===== config.mk =====
export PLATFORM = sky130hd
export DESIGN_NAME = qmac_pipe
export DESIGN_NICKNAME = d
export VERILOG_FILES = /design/src/rtl/qmac_pipe.sv
export SDC_FILE = /design/constraint.sdc
export NUM_CORES = 1
export LEC_CHECK = 0
export BUFFER_PORTS_ARGS = -buffer_cell sky130_fd_sc_hd__buf_2
export CORE_MARGIN = 10
export CORE_UTILIZATION = 55
export DETAILED_ROUTE_END_ITERATION = 10
export HOLD_SLACK_MARGIN = 0.1
export PLACE_DENSITY = 0.73
export SLEW_MARGIN = 20
export SYNTH_ARGS = -nofsm -noshare
export SYNTH_HDL_FRONTEND = slang
export SYNTH_SLANG_ARGS = --single-unit

===== constraint.sdc =====
create_clock -name clk -period 9.8 [get_ports clk]
set_clock_uncertainty 0.2 [all_clocks]
set_input_delay 1.96 -clock clk [delete_from_list [all_inputs] [get_ports clk]]
set_output_delay 1.96 -clock clk [all_outputs]
set_load 0.1 [all_outputs]

===== src/rtl/qmac_pipe.sv =====
// qmac_pipe: two-stage sign-magnitude fixed-point MUL/ADD/MAC/ACC unit with saturation and overflow flags
//   clk, rst_n             : clock, asynchronous active-low reset
//   in_valid/in_ready      : operand beat handshake (op, a, b, c)
//   clr                    : synchronous clear of acc and ovf_sticky
//   out_valid/out_ready    : result handshake (result, ovf)
//   ovf_sticky, acc        : sticky overflow flag, accumulator value
module qmac_pipe #(
   parameter int N   = 16,
   parameter int Q   = 15,
   parameter int SAT = 1
) (
   input  logic         clk,
   input  logic         rst_n,
   input  logic         in_valid,
   output logic         in_ready,
   input  logic [1:0]   op,
   input  logic [N-1:0] a,
   input  logic [N-1:0] b,
   input  logic [N-1:0] c,
   input  logic         clr,
   output logic         out_valid,
   input  logic         out_ready,
   output logic [N-1:0] result,
   output logic         ovf,
   output logic         ovf_sticky,
   output logic [N-1:0] acc
);
   localparam int M = N - 1;
   localparam logic [M-1:0] MAX = '1;
   localparam logic [1:0] OP_MUL = 2'b00, OP_ADD = 2'b01, OP_MAC = 2'b10, OP_ACC = 2'b11;
   logic           r1_valid, r1_psign, r_out_valid, r_ovf, r_sticky;
   logic [1:0]     r1_op;
   logic [2*M-1:0] r1_prod;
   logic [N-1:0]   r1_a, r1_b, r1_c, r_result, r_acc;
   logic           w_stall, w_load, w_povf, w_same, w_xge, w_is_mul, w_sign, w_ovf;
   logic [2*M-1:0] w_p;
   logic [M-1:0]   w_pmag, w_amag, w_mag;
   logic [M:0]     w_sum;
   logic [N-1:0]   w_x, w_y, w_acc_prev, w_res;
   assign w_stall    = r_out_valid & ~out_ready;
   assign w_load     = r1_valid & ~w_stall;
   assign in_ready   = ~w_stall;
   assign out_valid  = r_out_valid;
   assign result     = r_result;
   assign ovf        = r_ovf;
   assign ovf_sticky = r_sticky;
   assign acc        = r_acc;
   always_comb begin
      w_p        = r1_prod >> Q;
      w_povf     = |w_p[2*M-1:M];
      w_pmag     = (w_povf && SAT != 0) ? MAX : w_p[M-1:0];
      // clr in the completing cycle makes an ACC beat start from zero
      w_acc_prev = clr ? '0 : r_acc;
      w_x        = (r1_op == OP_ADD) ? r1_a : {r1_psign, w_pmag};
      w_y        = (r1_op == OP_ADD) ? r1_b : (r1_op == OP_MAC) ? r1_c : w_acc_prev;
      w_sum      = {1'b0, w_x[M-1:0]} + {1'b0, w_y[M-1:0]};
      w_same     = w_x[M] == w_y[M];
      w_xge      = w_x[M-1:0] >= w_y[M-1:0];
      w_amag     = w_same ? ((w_sum[M] && SAT != 0) ? MAX : w_sum[M-1:0])
                          : (w_xge ? w_x[M-1:0] - w_y[M-1:0] : w_y[M-1:0] - w_x[M-1:0]);
      w_is_mul   = r1_op == OP_MUL;
      w_mag      = w_is_mul ? w_pmag : w_amag;
      w_sign     = w_is_mul ? r1_psign : (w_same || w_xge) ? w_x[M] : w_y[M];
      // zero magnitude always leaves as +0
      w_res      = {w_sign & |w_mag, w_mag};
      w_ovf      = (w_povf & (r1_op != OP_ADD)) | (~w_is_mul & w_same & w_sum[M]);
   end
   always_ff @(posedge clk or negedge rst_n) begin
      if (!rst_n) begin
         r1_valid    <= 1'b0;
         r1_op       <= '0;
         r1_psign    <= 1'b0;
         r1_prod     <= '0;
         r1_a        <= '0;
         r1_b        <= '0;
         r1_c        <= '0;
         r_out_valid <= 1'b0;
         r_result    <= '0;
         r_ovf       <= 1'b0;
         r_sticky    <= 1'b0;
         r_acc       <= '0;
      end else begin
         if (!w_stall) begin
            r1_valid    <= in_valid;
            r1_op       <= op;
            r1_psign    <= a[M] ^ b[M];
            r1_prod     <= {{M{1'b0}}, a[M-1:0]} * {{M{1'b0}}, b[M-1:0]};
            r1_a        <= a;
            r1_b        <= b;
            r1_c        <= c;
            r_out_valid <= r1_valid;
         end
         if (w_load) begin
            r_result <= w_res;
            r_ovf    <= w_ovf;
         end
         if (w_load && r1_op == OP_ACC) r_acc <= w_res;
         else if (clr) r_acc <= '0;
         r_sticky <= (r_sticky & ~clr) | (w_load & w_ovf);
      end
   end
endmodule


Word level (Yosys, flattened, before mapping)

Cells that the tools add are included.

Flip-flop bits (word level): 117
Input bits: 55
Logic and storage cells: 49
Output and inout port bits: 36

Order comparisons: 1
$mul: 1
Reductions and logical operators: 4
Bitwise gates (word level): 13
Equality and inequality tests: 4
Mux-type cells: 11
$add $sub $neg: 3

Operators with widths:

| operator                                                         | count |
|---|---|
| 16-bit 2-to-1 mux                                                | 5 |
| 15-bit 2-to-1 mux                                                | 4 |
| 15-bit by 15-bit multiplier with 30-bit output                   | 1 |
| 15-bit subtractor                                                | 2 |
| 15-bit by 15-bit adder with 16-bit output                        | 1 |
| 15-bit greater-or-equal comparator                               | 1 |
| 15-bit OR reduction                                              | 1 |
| 1-bit bitwise AND                                                | 7 |
| 2-bit == test (second input constant)                            | 2 |
| 1-bit NOT                                                        | 4 |
| 2-bit by 1-bit == test with 1-bit output (second input constant) | 1 |
| 2-bit zero test                                                  | 1 |
| 1-bit 2-to-1 mux                                                 | 2 |
| 1-bit == test                                                    | 1 |
| 1-bit logical AND                                                | 1 |
| 1-bit logical OR                                                 | 1 |
| 1-bit bitwise OR                                                 | 1 |
| 1-bit bitwise XOR                                                | 1 |

Longest topological paths before layout

Gate-level depths: netlist of run 1.

Depth after elaboration: 10
Depth in mapped cells: 25
Gate-level depth less buffers: 24

Worst setup path before layout of run 1

Ideal clock, no wire load.

Kind: input to register
Start point: input a[13]
End point: register r1_prod[27]
Arrival: 7.548 ns
Data required time: 9.479 ns
Cell stages on the path: 23
Buffers on the path: 1
Setup time: 0.121 ns
Path slack: 1.931 ns
Cell sequence: clkbuf_1 -> and2_1 -> fa_1 -> inv_1 -> fa_1 -> inv_1 -> fa_1 -> fa_1 -> fa_1 -> inv_1 -> fa_1 -> inv_1 -> ha_1 -> a21o_1 -> a21o_1 -> a21oi_1 -> o21ai_0 -> a21oi_1 -> o21ai_0 -> a41o_1 -> a211o_1 -> a211o_1 -> a22o_1

Longest elaborated chain between the ends: 1

RTL lines:

| element                                        | line | text |
|---|---|---|
| start, declared                                | 17   | `input logic [N-1:0] a,` |
| 15-bit by 15-bit multiplier with 30-bit output | 87   | `r1_prod <= {{M{1'b0}}, a[M-1:0]} * {{M{1'b0}}, b[M-1:0]};` |
| end signal, assigned                           | 87   |  |
| end, declared                                  | 33   | `logic [2*M-1:0] r1_prod;` |

Every way passes these cells.
A chain may end at the register's enable or synchronous reset.

Worst setup path in the final report of run 1

Start point: input a[12]
End point: register r1_prod[27]

The elaborated chain is that of the path after synthesis.

==> results by group, run 1 <==
Outcome
  • Outcome: complete, no violations

Global routing
  • Global routing met2 resource utilization: 0.3801
  • Total Routing Usage GR: 0.2322
  • First-pass GRT wire length: 62560 um
  • Gr busiest metal: met2
  • Pin count of the biggest net entering global routing: 77
  • Grt total ovfl: 0
  • Antenna violations before repair: 0
  • Met3 Use GR: 0.03477
  • Vias in the first global route: 11860
  • Met1 usage: 0.3112

Placement
  • Routability-driven placement congestion ratio: 0.9423
  • Placed Cells: 2055
  • Final HPWL DP: 30620 um
  • # port buffers: 90
  • Cell Area, Placed: 14910 um^2
  • Post-Place Setup Slack: 1.404 ns

Synth
  • Distinct cell type count of the synthesized netlist: 73
  • Synth Instances: 1705
  • FFs w/ async S/R, synth: 1.000
  • Syn_area_per_cell: 8.400 um^2
  • EDFF count, synth: 0
  • Dominant synthesized flop cell: dfrtp_1
  • Cell area after synthesis: 14320 um^2
  • YS warnings: 0
  • Seq/Total Area, Yosys: 0.1782
  • Syn nets: 2064
  • Yosys reg bits: 102

Critical path
  • Worst Setup SP: a[12]
  • WP data required: 9.85 ns
  • CP Cell Sequence: buf_2 -> and2_1 -> fa_1 -> inv_1 -> fa_1 -> inv_1 -> fa_1 -> fa_1 -> fa_1 -> inv_1 -> fa_1 -> inv_1 -> ha_1 -> a21o_1 -> a21o_1 -> a21oi_1 -> o21ai_0 -> a21oi_1 -> o21ai_0 -> a41o_1 -> a211o_1 -> a211o_1 -> a22o_1
  • Startpoint Class: primary input
  • Cell mode on critical path: fa_1
  • R2r worst-path depth: 16
  • Crit path DAT: 8.06 ns
  • Worst-path fanout max: 16
  • CP max stage delay: 0.56 ns
  • CP max-delay cell: fa_1
  • Worst setup EP type: flop
  • Worst R2R Start: r1_op[0]$_DFFE_PN0N_
  • WS Path Type: primary input to flop

Clocking
  • Clock Tree Root: clkbuf_16
  • CTS max path bufs: 2
  • TritonCTS Buffers: 9
  • CTS resizes: 0
  • Clock Sinks: 102
  • CTS clk-pin slew, worst paths: 0.07 ns
  • Clock latency on the worst-skew pair: 0.36 ns
  • H-tree depth: 3
  • CTS tree: built
  • Post-CTS Setup Inserts: 0
  • CTS Hold Bufs: 0

Timing
  • Fmax: 0.1249 GHz
  • Final Hold Vio Count: 0
  • Final period util: 0.8169
  • Setup ws final: 1.795 ns
  • Rel. slew slack: 0.3879
  • RSZ-0062 raised after global routing: no
  • Max-slew violation count: 0
  • Fin crit period: 8.005 ns
  • Setup TNS after final layout: 0 ns
  • Setup-failing EPs final: 0
  • Worst-margin pin slew: 0.8950 ns

Finish
  • Layout cells sized above 1: 0.08525
  • Post-layout net count: 2090
  • Final Instance Count excl. Fillers: 2071
  • Final core utilization: 0.5882
  • Synth-to-Final Area Change: 6.124%
  • Antenna diode count: 0
  • Post-route cell area: 15200 um^2

Routing
  • Routed WL: 38170 um
  • First DRT Iteration DRCs: 901
  • DRC Markers: 0
  • Pre-antenna DRT Iters: 7
  • Wire per inst: 18.43 um
  • Via density: 5.606
  • Via count: 11610
  • Final ANT Viol Nets: 0

Pwr
  • Power Density: 342.7 nW/um^2
  • Max rail drop VDD: 348.8 uV
  • Static leakage: 0.007947 uW

Min path
  • HP Start: r1_a[14]$_DFFE_PN0N_
  • Worst hold path depth: 2
  • Hold Path Class: flop to flop

Die
  • Cell Rows: 59
  • Die extent in y: 181.4 um
  • Die footprint: 32890 um^2
  • Core Region: 25840 um^2
  • Initial core utilization: 0.5543
  • I/O pin cnt: 91
  • Die span in x: 181.4 um

Flow run
  • Max-Cap Viols: 0
-- synthesized netlist by cell type, types with 15 or more instances --
cell type,instances,share of area
mux2_2,15,0.012
ha_1,135,0.12
xnor2_1,28,0.017
dfrtp_1,102,0.18
nand2b_1,28,0.012
o21ai_0,78,0.027
mux2i_1,25,0.017
inv_1,233,0.061
fa_1,169,0.24
o21a_1,15,0.0079
nor2_1,55,0.014
nand2_1,357,0.094
clkbuf_1,69,0.018
a21o_1,16,0.0084
a21oi_1,68,0.024
and2_1,126,0.055
-- cells by family after synthesis --
logic type,after synthesis,synth area share
adders and majority gates,304,0.3542
DFF,102,0.1782
and+or+nand+nor,634,0.2075
AOI/OAI and AO/OA,273,0.1220
muxes,42,0.03136
xor gates and xnor gates,34,0.02079
buffers and inverters,316,0.08597
-- where the power goes --
group	internal [uW]	switching (uW)	total, uW
Sequential	547	87.0	634
Clock	190	167	358
Combinational	1620	2600	4220
-- worst max-delay path: cells and delay by family --
family / cells / cell delay, ns
compound gates: 10 / 2.15
fa+ha+maj: 7 / 3.33
buf+inv: 5 / 0.43
simple gates: 1 / 0.20
-- flip-flops by register name, indices dropped and copies added, names as in the netlist --
name	flops
acc	16
out_valid	1
ovf	1
ovf_sticky	1
r1_a	16
r1_b	16
r1_c	16
r1_op	2
r1_prod	15
r1_psign	1
r1_valid	1
result	16
-- layer usage --
layer / wire length (um) / vias up / share of wire
met4: 1014 / 0 / 0.027
met2: 17740 / 389 / 0.46
met3: 2623 / 68 / 0.069
met5: 0 / - / 0
li1: - / 5495 / -
met1: 16790 / 5657 / 0.44
-- layout make-up --
type | count | area [um^2]
fill | 2383 | 10640
clock inverter | 4 | 36.28
multi-input combinational | 1287 | 10550
clock buffer | 12 | 256.5
tap | 335 | 419.2
inverter | 233 | 874.6
timing repair buffer | 98 | 513.0
sequential | 102 | 2554
-- cell usage in the layout, fill, tap and decap left out, types with 7 or more instances in the layout --
cell type  netlist  routed
mux2i_1         25      25
a221oi_1         7       7
buf_4            0       9
o21ai_0         78      78
nor3_1          12      12
clkbuf_16        0       9
dfrtp_1        102     101
inv_1          233     232
fa_1           169     169
o21bai_1        11      11
ha_1           135     135
a31oi_1         10      10
xnor2_1         28      28
nor2_1          55      55
a21o_1          16      16
and2_1         126     126
buf_2            5      89
nand2_1        357     357
or2_2            8       8
a21oi_1         68      68
mux2_2          15      15
nand2b_1        28      28
a211oi_1        10      10
o21a_1          15      15
-- final timing paths --
| kind | slack, ns | to |
|---|---|---|
| worst max-delay path | 1.79 | r1_prod[27]$_DFFE_PN0N_ |
| worst max register to register | 3.34 | result[15]$_DFFE_PN0P_ |
| max in group asynchronous | 6.83 | r1_op[0]$_DFFE_PN0N_ |
| worst min register to register | 0.26 | r1_a[14]$_DFFE_PN0N_ |
| min in group asynchronous | 1.33 | r1_c[2]$_DFFE_PN0N_ |
| worst min-delay path | 0.26 | r1_a[14]$_DFFE_PN0N_ |
-- metrics by stage --
stage / power [uW] / hold WS [ns]
6_report: 5208 / 0.2626
5_1_grt: 5705 / 0.2822
4_1_cts: 5194 / 0.2675
3_5_place_dp: 4801 / 0.2499
3_3_place_gp: 4682 / 0.2452
2_1_floorplan: 3855 / 0.2331
Power figures use the tool's default switching activity.
==> inputs of run 2 (changes only) <==
--- a/config.mk
+++ b/config.mk
@@ -10,7 +10,7 @@
 export CORE_UTILIZATION = 55
 export DETAILED_ROUTE_END_ITERATION = 10
 export HOLD_SLACK_MARGIN = 0.1
-export PLACE_DENSITY = 0.73
+export PLACE_DENSITY = 0.76
 export SLEW_MARGIN = 20
 export SYNTH_ARGS = -nofsm -noshare
 export SYNTH_HDL_FRONTEND = slang
==> constraint.sdc (replaced) <==
create_clock -name clk -period 7 [get_ports clk]
set_clock_uncertainty 0.2 [all_clocks]
set_input_delay 1.4 -clock clk [delete_from_list [all_inputs] [get_ports clk]]
set_output_delay 1.4 -clock clk [all_outputs]
set_load 0.1 [all_outputs]
==> results by group, run 2 (synthesis results as in run 1) <==
Outcome
  • Outcome: complete, no violations

Clocking
  • Clock Tree Root: clkbuf_16
  • CTS Hold Bufs: 0 (unchanged)
  • Clock Sinks: 102 (unchanged)
  • CTS max path bufs: 2 (unchanged)
  • TritonCTS Buffers: 9 (unchanged)
  • CTS clk-pin slew, worst paths: 0.07 ns (about the same)
  • CTS tree: built
  • Clock latency on the worst-skew pair: 0.36 ns (about the same)
  • H-tree depth: 3 (unchanged)

Die
  • Initial core utilization: 0.5543 (unchanged)
  • Die span in x: 181.4 um (unchanged)
  • Cell Rows: 59 (unchanged)
  • I/O pin cnt: 91 (unchanged)
  • Die extent in y: 181.4 um (unchanged)
  • Die footprint: 32890 um^2 (unchanged)
  • Core Region: 25840 um^2 (unchanged)

Finish
  • Post-layout net count: 2184 (+4.5%)
  • Final core utilization: 0.6202 (+0.03196)
  • Synth-to-Final Area Change: 11.89%
  • Most frequent cells in the layout: nand2_1 (356), inv_1 (229), fa_1 (164)
  • Most common cell after layout, fill and taps aside: nand2_1
  • Layout cells sized above 1: 0.1448 (+0.05956)

Routing
  • Via count: 12110 (+4.3%)
  • Routed WL: 39230 um (+2.8%)
  • DRC Markers: 0 (unchanged)
  • Pre-antenna DRT Iters: 5 (-2)
  • Wire per inst: 18.11 um (-1.7%)
  • Final ANT Viol Nets: 0 (unchanged)
  • Via density: 5.590 (-0.27%)
  • First DRT Iteration DRCs: 910 (+1.0%)

Global routing
  • First-pass GRT wire length: 64960 um (+3.8%)
  • Antenna violations before repair: 1 (+1)
  • Vias in the first global route: 12680 (+6.9%)
  • Pin count of the biggest net entering global routing: 73 (-5.2%)
  • Grt total ovfl: 0 (unchanged)
  • Total Routing Usage GR: 0.2407 (+0.008532)

Critical path
  • Worst-path fanout max: 6 (-10)
  • R2R Path End: result[15]$_DFFE_PN0P_
  • Worst setup EP type: flop
  • WS Path Type: primary input to flop
  • Crit path DAT: 6.99 ns (-1.07 ns)
  • Cell mode on critical path: fa_1
  • Worst R2R Start: r1_op[0]$_DFFE_PN0N_
  • WP data required: 7.05 ns (-2.80 ns)
  • Reg2reg setup slack: 1.17 ns (-2.17 ns)
  • CP Cell Sequence: buf_2 -> nand2_1 -> fa_1 -> inv_1 -> fa_1 -> fa_1 -> fa_1 -> fa_1 -> inv_1 -> fa_1 -> inv_1 -> ha_1 -> a21o_1 -> a21o_1 -> a21oi_2 -> o21ai_2 -> a21oi_2 -> o21ai_1 -> a41o_2 -> a211o_1 -> a211o_1 -> a22o_1
  • CP max-delay cell: fa_1
  • R2r worst-path depth: 15 (-1)
  • Startpoint Class: primary input
  • Crit-path leading delay family: adder cells
  • Worst Setup SP: b[10]
  • CP max stage delay: 0.57 ns (about the same)
  • WP buf/inv: 4 (-1)

Pwr
  • Total power: 7998 uW (+54%)
  • Power Density: 499.1 nW/um^2 (+46%)
  • Static leakage: 0.008423 uW (+6.0%)
  • Max rail drop VDD: 505.4 uV (+45%)

Timing
  • Final period util: 0.9916
  • Fmax: 0.1441 GHz
  • Max-slew violation count: 0 (unchanged)
  • Fin crit period: 6.941 ns
  • Worst-margin pin slew: 0.9825 ns (+0.08748 ns)
  • Rel. slew slack: 0.3426 (-0.04531)
  • WHS: 0.2662 ns (+0.003556 ns)
  • Setup-failing EPs final: 0 (unchanged)
  • Final Hold Vio Count: 0 (unchanged)
  • RSZ-0062 raised after global routing: yes

Flow run
  • Max-Cap Viols: 0 (unchanged)

Min path
  • Hold Path Class: flop to flop
  • Hold EP: r1_a[2]$_DFFE_PN0N_
  • Worst hold path depth: 2 (unchanged)
  • HP Start: r1_a[2]$_DFFE_PN0N_

Placement
  • # port buffers: 90 (unchanged)
  • Routability-driven placement congestion ratio: 0.9504 (+0.86%)
  • Final HPWL DP: 32730 um (+6.9%)
## run 2: final cells by class
class                           count  area [um^2]
Multi-Input combinational cell   1287        10620
Fill cell                        2246         9813
Sequential cell                   102         2554
Timing Repair Buffer              192         1256
Inverter                          233        874.6
Tap cell                          335        419.2
Clock buffer                        9        225.2
Clock inverter                      7        70.07
Antenna cell                        1        2.502
## run 2: worst reg2reg max path: stages (launching register included)
cell and delay, ns:
dfrtp_2 0.87, nor2b_1 0.23, buf_4 0.29, mux2_2 0.42, ha_1 0.59, or4b_1 0.28
nor4_1 0.08, a311oi_1 0.48, o211a_1 0.78, buf_4 0.29, mux2i_1 0.22, xnor2_1 0.19
o21ai_0 0.15, and4bb_1 0.31, and4b_1 0.24, a31oi_1 0.09
## run 2: worst max-delay path by stage
stage	to	slack (ns)	cells after the start
3_5_place_dp	r1_prod[25]$_DFFE_PN0N_	-0.46	23
5_1_grt	r1_prod[27]$_DFFE_PN0N_	-0.09	22
3_3_place_gp	r1_prod[27]$_DFFE_PN0N_	-0.29	23
2_1_floorplan	r1_prod[27]$_DFFE_PN0N_	-0.03	23
4_1_cts	r1_prod[27]$_DFFE_PN0N_	0.002	23
6_report	r1_prod[27]$_DFFE_PN0N_	0.06	22
## run 2: report_power, final
group / internal (uW) / total, uW / leakage [uW] / switching, uW
sequential: 765 / 902 / 0.00125 / 136
combinational: 2820 / 6600 / 0.00702 / 3790
clock: 250 / 492 / 0.000146 / 242
total: 3830 / 8000 / 0.00842 / 4170
## run 2: stage by stage
stage | instance area, um^2 | setup slack, ns | instances | setup TNS (ns)
2_1_floorplan | 14410 | -0.03446 | 1705 | -0.03446
3_3_place_gp | 15630 | -0.2873 | 2148 | -1.226
3_5_place_dp | 15630 | -0.4557 | 2148 | -2.385
4_1_cts | 15930 | 0.002203 | 2164 | 0
5_1_grt | 16020 | -0.09102 | 2166 | -0.2444
6_report | 16020 | 0.05896 | 2166 | 0
## run 2: repair_timing
item,4_1_cts,5_1_grt
setup endpoints to repair,2,6
resized for setup,2,33
hold endpoints to repair,0,0
pin swaps,0,16
buffers inserted,0,1
## run 2: routing by layer
layer	GRT usage	part of all wire	vias to the layer above
li1	-	-	5676
met1	0.3053	0.43	5948
met2	0.4068	0.48	393
met3	0.02997	0.047	92
met4	0.09990	0.040	0
met5	0	0	-
==> inputs of run 3 (changes only) <==
--- a/config.mk
+++ b/config.mk
@@ -7,10 +7,9 @@
 export LEC_CHECK = 0
 export BUFFER_PORTS_ARGS = -buffer_cell sky130_fd_sc_hd__buf_2
 export CORE_MARGIN = 10
-export CORE_UTILIZATION = 55
+export CORE_UTILIZATION = 30
 export DETAILED_ROUTE_END_ITERATION = 10
 export HOLD_SLACK_MARGIN = 0.1
-export PLACE_DENSITY = 0.76
 export SLEW_MARGIN = 20
 export SYNTH_ARGS = -nofsm -noshare
 export SYNTH_HDL_FRONTEND = slang
==> results by group, run 3 (synthesis results as in run 1) <==
Outcome
  • Outcome: complete, no violations

Pwr
  • Combinational Power Share: 0.818 (-0.008)
  • Power Density: 508.1 nW/um^2 (+1.8%)
  • Static leakage: 0.008569 uW (+1.7%)
  • Reg power frac: 0.109 (-0.004)
  • Internal power: 4156 uW (+8.4%)
  • Clock share of power: 0.074 (+0.012)
  • Max rail drop VDD: 363.6 uV (-28%)
  • Sw frac: 0.5086 (-0.01222)
  • P_sw: 4302 uW (+3.3%)

Critical path
  • Worst setup EP type: flop
  • Reg2reg setup slack: 1.18 ns (about the same)
  • WP buf/inv: 5 (+1)
  • Critical path depth: 23 (+4.5%)
  • WP data required: 7.06 ns (about the same)
  • Worst-path fanout max: 5 (-1)
  • Worst R2R Start: r1_op[0]$_DFFE_PN0N_
  • WS Path Type: primary input to flop
  • Startpoint Class: primary input
  • R2r worst-path depth: 16 (+1)
  • R2R Path End: result[15]$_DFFE_PN0P_
  • Crit-path leading delay family: adder cells
  • CP max stage delay: 0.55 ns (-0.02 ns)
  • Cell mode on critical path: fa_1
  • CP Cell Sequence: buf_2 -> and2_4 -> fa_1 -> inv_2 -> fa_1 -> inv_2 -> fa_1 -> fa_1 -> fa_1 -> inv_2 -> fa_1 -> inv_2 -> ha_4 -> a21o_1 -> a21o_1 -> a21oi_2 -> o21ai_2 -> a21oi_2 -> o21ai_1 -> a41o_1 -> a211o_1 -> a211o_1 -> a22o_1
  • Crit path DAT: 6.98 ns (about the same)
  • CP max-delay cell: fa_1

Die
  • Die extent in y: 238.5 um (+31%)
  • Initial core utilization: 0.3018 (-0.2524)
  • Die span in x: 238.5 um (+31%)
  • Die footprint: 56880 um^2 (+73%)
  • Core Region: 47450 um^2 (+84%)
  • I/O pin cnt: 91 (unchanged)
  • Cell Rows: 80 (+36%)

Finish
  • Antenna diode count: 0 (-1)
  • Post-route cell area: 16640 um^2 (+3.9%)
  • Most common cell after layout, fill and taps aside: nand2_1
  • Synth-to-Final Area Change: 16.22%
  • Final core utilization: 0.3508 (-0.2694)
  • Post-layout net count: 2205 (+0.96%)
  • Layout cells sized above 1: 0.1573 (+0.01249)
  • Most frequent cells in the layout: nand2_1 (356), inv_1 (228), fa_1 (164)

Timing
  • Setup ws final: 0.07943 ns (+0.02047 ns)
  • Final Hold Vio Count: 0 (unchanged)
  • Fmax: 0.1445 GHz (+0.30%)
  • Setup TNS after final layout: 0 ns (unchanged)
  • Fin crit period: 6.921 ns (-0.02047 ns)
  • Rel. slew slack: 0.4196 (+0.07707)
  • Max-slew violation count: 0 (unchanged)
  • Worst-margin pin slew: 0.8705 ns (-0.1120 ns)
  • Setup-failing EPs final: 0 (unchanged)
  • Final period util: 0.9887 (-0.002924)
  • RSZ-0062 raised after global routing: yes

Global routing
  • Grt total ovfl: 0 (unchanged)
  • Vias in the first global route: 12350 (-2.6%)
  • First-pass GRT wire length: 69970 um (+7.7%)
  • Pin count of the biggest net entering global routing: 74 (+1.4%)
  • Total Routing Usage GR: 0.1544 (-0.08634)
  • Antenna violations before repair: 0 (-1)

Routing
  • Highest Signal Layer: met4
  • Metal-1 WL: 21230 um (+26%)
  • DRC Markers: 0 (unchanged)
  • Via count: 11950 (-1.4%)
  • First DRT Iteration DRCs: 824 (-9.5%)
  • Final ANT Viol Nets: 0 (unchanged)
  • Routed WL: 43850 um (+12%)
  • Met3 WL: 2238 um (+22%)
  • Detail Route met2 WL: 19950 um (+4.9%)
  • Pre-antenna DRT Iters: 5 (unchanged)
  • Via density: 4.846 (-13%)
  • Wire per inst: 17.79 um (-1.8%)

Clocking
  • Clock Sinks: 102 (unchanged)
  • CTS max path bufs: 2 (unchanged)
  • TritonCTS Buffers: 9 (unchanged)
  • Clock latency on the worst-skew pair: 0.36 ns (about the same)
  • H-tree depth: 3 (unchanged)
  • Clock Tree Root: clkbuf_16
  • CTS clk-pin slew, worst paths: 0.07 ns (about the same)
  • CTS Hold Bufs: 0 (unchanged)
  • CTS tree: built

Min path
  • Worst hold path depth: 2 (unchanged)
  • HP Start: r1_a[4]$_DFFE_PN0N_
  • Hold Path Class: flop to flop
  • Hold EP: r1_a[4]$_DFFE_PN0N_

Flow run
  • Max-Cap Viols: 0 (unchanged)

Placement
  • # port buffers: 90 (unchanged)
  • Routability-driven placement congestion ratio: 0.9074 (-4.5%)
  • Final HPWL DP: 37130 um (+13%)
  • Post-Place Setup Slack: -0.4803 ns (-0.02465 ns)
  • Cell Area, Placed: 16140 um^2 (+3.2%)
[run 3: cell types whose count changed in the layout (fill, tap and decap cells not counted), moves of 2 or more]
cell	before	now
buf_4	106	122
buf_2	80	85
bufinv_16	0	4
clkbuf_4	3	0
clkinv_4	3	0
a21oi_1	65	63
a21oi_2	4	6
buf_12	0	2
inv_8	2	0
xnor2_1	28	26
xnor2_2	0	2
[run 3: worst max-delay path by stage]
stage / start / endpoint
final: b[4] / r1_prod[27]$_DFFE_PN0N_
after global routing: b[5] / r1_prod[27]$_DFFE_PN0N_
after CTS: a[10] / r1_prod[27]$_DFFE_PN0N_
after detailed placement: b[3] / r1_prod[25]$_DFFE_PN0N_
after global placement: a[10] / r1_prod[27]$_DFFE_PN0N_
after floorplan: b[0] / r1_prod[27]$_DFFE_PN0N_
[run 3: layer usage]
layer,vias up,global-route usage
met2,288,0.2525
met1,5913,0.2174
li1,5722,-
met3,22,0.01798
met5,-,0
met4,0,0.02544
[run 3: power by group through the flow]
stage	combinational (uW)	sequential (uW)	clock, uW
2_1_floorplan	4160	1300	0
3_3_place_gp	6530	924	0
3_5_place_dp	6620	927	0
4_1_cts	6750	916	637
5_1_grt	7690	932	655
6_report	6920	919	622
[run 3: cell type report]
cell class	instances	area (um^2)
clock inverters	4	120.1
well taps	615	769.5
inverters	233	874.6
flip-flops and latches	102	2554
clock buffers	11	242.7
multi-input cells	1287	10650
repair buffers	213	1430
fillers	5030	30800
[run 3: worst reg2reg max path, stage by stage, from the launching register on]
cell and delay, ns:
dfrtp_2 0.64, buf_4 0.53, o21ai_0 0.18, a21oi_1 0.64, inv_1 0.20, ha_1 0.27
or2_2 0.29, o221ai_1 0.33, and2_1 0.26, o211a_1 0.62, buf_4 0.31, mux2i_1 0.30
a211o_1 0.26, and3b_1 0.17, and4bb_1 0.18, and4b_1 0.22, a31oi_1 0.09
[run 3: stage by stage]
stage	hold slack [ns]	std cells	power (uW)
global placement	0.2470	2447	7449
finish	0.2707	2465	8458
CTS	0.2753	2464	8301
global route	0.2880	2465	9278
detailed placement	0.2585	2447	7547
floorplan	0.2331	1705	5462
[run 3: repair_timing]
item	CTS	global route
setup endpoints to repair	4	11
pin swaps	2	21
buffers inserted	2	1
hold endpoints to repair	0	0
gates resized for setup	4	32
